[src/rtl/tile_skew_buf.sv]
`default_nettype none
// ============================================================================
// Module   : tile_skew_buf
// Brief    : Double-buffered DIMxDIM operand tile store streamed with a
//            per-lane diagonal skew in row order or transposed column order.
//            Optional macro CLEAR_ON_DONE_EN zeroes a bank once it has streamed.
// Revision : 1.0
// ============================================================================
module tile_skew_buf #(
    parameter int BITS = 8,
    parameter int DIM  = 8
) (
    input  logic                   clk,
    input  logic                   rst_n,
    input  logic                   wr_en,
    input  logic [$clog2(DIM)-1:0] wr_row,
    input  logic [DIM*BITS-1:0]    wr_data,
    input  logic                   wr_commit,
    output logic                   wr_ready,
    input  logic                   col_mode,
    input  logic                   start,
    output logic                   busy,
    output logic                   out_valid,
    output logic [DIM*BITS-1:0]    out_data,
    output logic                   done
);
    localparam int              C_AW       = $clog2(DIM);
    localparam int              C_TW       = $clog2(2*DIM-1);
    localparam logic [C_TW-1:0] C_T_LAST   = C_TW'(2*DIM-2);
    localparam logic [0:0]      C_S_IDLE   = 1'b0;
    localparam logic [0:0]      C_S_STREAM = 1'b1;

    logic [BITS-1:0]     r_mem [2][DIM][DIM];
    logic [1:0]          r_ready;
    logic                r_wb;
    logic                r_rb;
    logic                r_mode;
    logic [0:0]          r_state;
    logic [C_TW-1:0]     r_t;

    logic                w_wr_ok;
    logic                w_last;
    logic                w_accept;
    logic [1:0]          w_ready_nxt;
    logic [0:0]          w_state_nxt;
    logic [C_TW-1:0]     w_t_nxt;
    logic                w_mode_nxt;
    logic                w_rb_nxt;
    logic [DIM*BITS-1:0] w_data_nxt;

    assign w_wr_ok  = !r_ready[r_wb];
    assign wr_ready = w_wr_ok;
    assign w_last   = (r_state == C_S_STREAM) && (r_t == C_T_LAST);
    assign w_rb_nxt = w_last ? ~r_rb : r_rb;

    // Commit and done-clear always address different banks, so both may apply.
    always_comb begin
        w_ready_nxt = r_ready;
        if (wr_commit && w_wr_ok) w_ready_nxt[r_wb] = 1'b1;
        if (w_last)               w_ready_nxt[r_rb] = 1'b0;
    end

    always_ff @(posedge clk) begin
        if (!rst_n) begin
            r_ready <= '0;
            r_wb    <= 1'b0;
            r_rb    <= 1'b0;
            for (int b = 0; b < 2; b++)
                for (int r = 0; r < DIM; r++)
                    for (int c = 0; c < DIM; c++)
                        r_mem[b][r][c] <= '0;
        end else begin
            r_ready <= w_ready_nxt;
            if (w_last) begin
                r_rb <= ~r_rb;
`ifdef CLEAR_ON_DONE_EN
                for (int r = 0; r < DIM; r++)
                    for (int c = 0; c < DIM; c++)
                        r_mem[r_rb][r][c] <= '0;
`endif
            end
            if (wr_en && w_wr_ok) begin
                for (int c = 0; c < DIM; c++)
                    r_mem[r_wb][wr_row][c] <= wr_data[c*BITS +: BITS];
            end
            if (wr_commit && w_wr_ok) r_wb <= ~r_wb;
        end
    end

    always_ff @(posedge clk) begin
        if (!rst_n) begin
            r_state   <= C_S_IDLE;
            r_t       <= '0;
            r_mode    <= 1'b0;
            busy      <= 1'b0;
            out_valid <= 1'b0;
            done      <= 1'b0;
            out_data  <= '0;
        end else begin
            r_state   <= w_state_nxt;
            r_t       <= w_t_nxt;
            r_mode    <= w_mode_nxt;
            busy      <= (w_state_nxt == C_S_STREAM);
            out_valid <= (w_state_nxt == C_S_STREAM);
            done      <= (w_state_nxt == C_S_STREAM) && (w_t_nxt == C_T_LAST);
            out_data  <= w_data_nxt;
        end
    end

    always_comb begin
        w_state_nxt = r_state;
        w_t_nxt     = r_t;
        w_mode_nxt  = r_mode;
        w_accept    = 1'b0;
        case (r_state)
            C_S_IDLE: begin
                if (start && r_ready[r_rb]) begin
                    w_accept    = 1'b1;
                    w_state_nxt = C_S_STREAM;
                    w_t_nxt     = '0;
                end
            end
            C_S_STREAM: begin
                if (w_last) begin
                    w_t_nxt = '0;
                    if (start && r_ready[~r_rb]) begin
                        w_accept = 1'b1;
                    end else begin
                        w_state_nxt = C_S_IDLE;
                    end
                end else begin
                    w_t_nxt = r_t + 1'b1;
                end
            end
            default: w_state_nxt = C_S_IDLE;
        endcase
        if (w_accept) w_mode_nxt = col_mode;
    end

    // Lane data is computed from the next state so out_data lines up with busy.
    generate
        for (genvar k = 0; k < DIM; k++) begin : g_lane
            logic [C_TW:0]   w_d;
            logic [BITS-1:0] w_val;
            assign w_d = {1'b0, w_t_nxt} - (C_TW+1)'(k);
            always_comb begin
                w_val = '0;
                if ((w_state_nxt == C_S_STREAM) && !w_d[C_TW] &&
                    (w_d[C_TW-1:0] < C_TW'(DIM))) begin
                    if (w_mode_nxt) w_val = r_mem[w_rb_nxt][w_d[C_AW-1:0]][C_AW'(k)];
                    else            w_val = r_mem[w_rb_nxt][C_AW'(k)][w_d[C_AW-1:0]];
                end
            end
            assign w_data_nxt[k*BITS +: BITS] = w_val;
        end
    endgenerate

endmodule
`default_nettype wire

[config.mk]
export PLATFORM = sky130hd
export DESIGN_NAME = tile_skew_buf
export DESIGN_NICKNAME = d
export VERILOG_FILES = /design/src/rtl/tile_skew_buf.sv
export SDC_FILE = /design/constraint.sdc
export NUM_CORES = 2
export LEC_CHECK = 0
export ABC_AREA = 1
export CELL_PAD_IN_SITES_DETAIL_PLACEMENT = 0
export CELL_PAD_IN_SITES_GLOBAL_PLACEMENT = 1
export CORE_ASPECT_RATIO = 1.4
export CORE_MARGIN = 4
export CORE_UTILIZATION = 40
export CTS_BUF_LIST = sky130_fd_sc_hd__clkbuf_2
export DETAILED_ROUTE_END_ITERATION = 12
export PLACE_DENSITY_LB_ADDON = 0.1
export SYNTH_ARGS = -nofsm -noshare
export SYNTH_HDL_FRONTEND = slang
export SYNTH_SLANG_ARGS = --single-unit
[constraint.sdc]
create_clock -name clk -period 7.8 [get_ports clk]
set_input_delay 2.34 -clock clk [delete_from_list [all_inputs] [get_ports clk]]
set_output_delay 2.34 -clock clk [all_outputs]
set_load 0.01 [all_outputs]
==> flow_summary.ini <==
[layout]
mostFrequentLayoutCell = nand2_1
finish.net_count = 4374
final_cells = 5669
mostFrequentLayoutCells = nand2_1, nor2_1, edfxtp_1
syn2layout_area_growth_pct = 10.8
drive_gt1_frac = 0.112

[synthesis]
synth_area_per_cell_um2 = 9.23
synthArstFlopShare = 0
synth-edff-count = 768
ys_types = 34
ys_warn_count = 0
synth_top_area_share = 0.600
synth-seq-area-share = 0.622
synthCells = 4166
synth_top_area_cell = edfxtp_1
synth_area_um2 = 38500
synth_seq_cells = 811
ys_top_cells_by_area = edfxtp_1, nand2_1, nor2_1
synth_flop_cell = edfxtp_1

[global_route]
grt_max_degree = 88
grt_usage = 0.310
overflow = 0
antenna_found_initial = 4
grt_pass1_wl_um = 226000
grt_pass1_vias = 31200

[placed_design]
dp_hpwl_um = 101000
placed_cells = 5319
gp_congestion = 0.881
port_buffers = 108

[critical_path]
cp-end-kind = primary output
cp_data_arrival_time_ns = 3.07
crit_chain = nor2_1 -> a21oi_1 -> inv_2 -> clkdlybuf4s50_1
cp_slowest_cell = dfxtp_1
cpPeakStageDelay_ns = 0.63
worstPathMaxFanout = 7
crit_path_start_kind = flip-flop
worst-setup-path-type = flip-flop to primary output
cp_data_required_time_ns = 5.46
r2r_cells = 12

[pwr]
switching_share = 0.323
pwr-share-comb = 0.175
leakage_nw = 18.0
power.internal_mw = 6.63
power_frac_seq = 0.525
switching_power_mw = 3.17
powerDensity_nw_per_um2 = 230
peakVddDrop_v = 0.000154
p_total_mw = 9.79
clock_power_share = 0.300

[floorplanning]
die_w_um = 270
io_pins = 141
coreArea_um2 = 95400
initial_utilization = 0.403
rows = 134
die_area_um2 = 101000
die_h_um = 375

[sta]
relSlewSlack = 0.180
finalSetupViolations = 0
rsz0062_at_grt = false
period_needed_ns = 5.41
maxSlewViolCount = 0
finalHoldViolCount = 0
setup_tns_ns = 0
worst_pin_slew_ns = 1.23
timing.final.crit_share = 0.694
skew_ns = 0.0760
max_freq_mhz = 185

[clock_network]
cts-resized-gates = 0
htree_levels = 4
clkSinkCount = 811
cts_setup_buffers = 0
cts_buffers = 199
cts_root_buf = clkbuf_2
cts.path.max_buffers = 3
clk-insertion-delay-late_ns = 1.62
cts.clk_slew.worst_paths_ns = 0.09
cts_tree = built
postCtsHoldBufs = 0

[drt]
vias = 32000
firstDrtPassIters = 6
postRouteAntennaNets = 0
avgRoutedWirePerCell_um = 28.2
initialDrtViolationCount = 3160
via_per_inst = 5.65
drcViolationCount = 0
wl_um = 160000

[min_path]
hp-class = flip-flop to flip-flop
hold_path_depth = 2

[job]
max_cap_viol_count = 0

[outcome]
status = finished clean
kinds of logic after synthesis:
family / after synthesis / synth area share
simple gates: 2460 / 0.258
fa+ha+maj: 5 / 0.00163
compound gates: 418 / 0.0556
flops: 811 / 0.622
buf+inv: 430 / 0.0518
xor+xnor: 1 / 0.000228
mux: 40 / 0.0104
other cells: 1 / 0.0000975
worst max-delay path, delay by kind of cell (launching register included):
kind                   cells  cell delay (ns)
AOI/OAI and AO/OA          1             0.16
buffers and inverters      2             0.61
DFF                        1             0.63
and+or+nand+nor            1             0.12
cell type report:
type	instances	area, um2
fill	9504	52800
sequential	811	23900
multi-input combinational	2956	13000
timing repair buffer	211	1980
clock buffer	308	1540
tap	1224	1530
inverter	117	439
clock inverter	36	220
antenna	6	15.0
metal layers:
layer	routed length, um	global-route usage
met1	62200	0.388
met2	79000	0.532
met3	12300	0.0632
met4	6530	0.119
met5	13	0
registers in the layout, summed over array words and instances (netlist names):
signal	flops
r_rb	1
out_data	32
r_ready	2
done	1
r_state	1
r_t	4
r_wb	1
r_mode	1
r_mem	768
final timing paths:
| kind | start | end | slack, ns |
|---|---|---|---|
| min | r_ready[1] | r_ready[1] | 0.49 |
| max | r_wb | wr_ready | 2.39 |
| max reg2reg | r_state | out_data[17] | 3.30 |
| min reg2reg | r_ready[1] | r_ready[1] | 0.49 |
cells in the mapped netlist (all sizes together) (3+ instances only):
cell type / instances
nand2: 1164
nor2: 826
edfxtp: 768
nand3: 455
a21oi: 382
buf: 212
inv: 109
clkbuf: 101
dfxtp: 43
mux2i: 40
o21ai: 35
nor3: 11
clkinv: 8
ha: 5
nand4: 3
power by group through the flow:
stage | combinational (mW) | sequential, mW | clock, mW
after global placement | 1.68 | 5.24 | 0
after global routing | 1.83 | 5.17 | 3.19
final | 1.71 | 5.14 | 2.94
after floorplan | 0.967 | 5.23 | 0
after detailed placement | 1.69 | 5.24 | 0
after CTS | 1.70 | 5.14 | 2.98
per-stage QoR:
| stage | hold slack [ns] | worst slack [ns] | utilization | cell area, um2 |
|---|---|---|---|---|
| 2_1_floorplan | 0.452 | 1.19 | - | 38600 |
| 3_3_place_gp | 0.468 | 1.74 | 0.428 | 40800 |
| 3_5_place_dp | 0.471 | 1.68 | 0.428 | 40800 |
| 4_1_cts | 0.493 | 2.22 | 0.446 | 42600 |
| 5_1_grt | 0.507 | 2.13 | 0.447 | 42600 |
| 6_report | 0.486 | 2.39 | 0.447 | 42600 |
(Power assumes the default switching activity.)
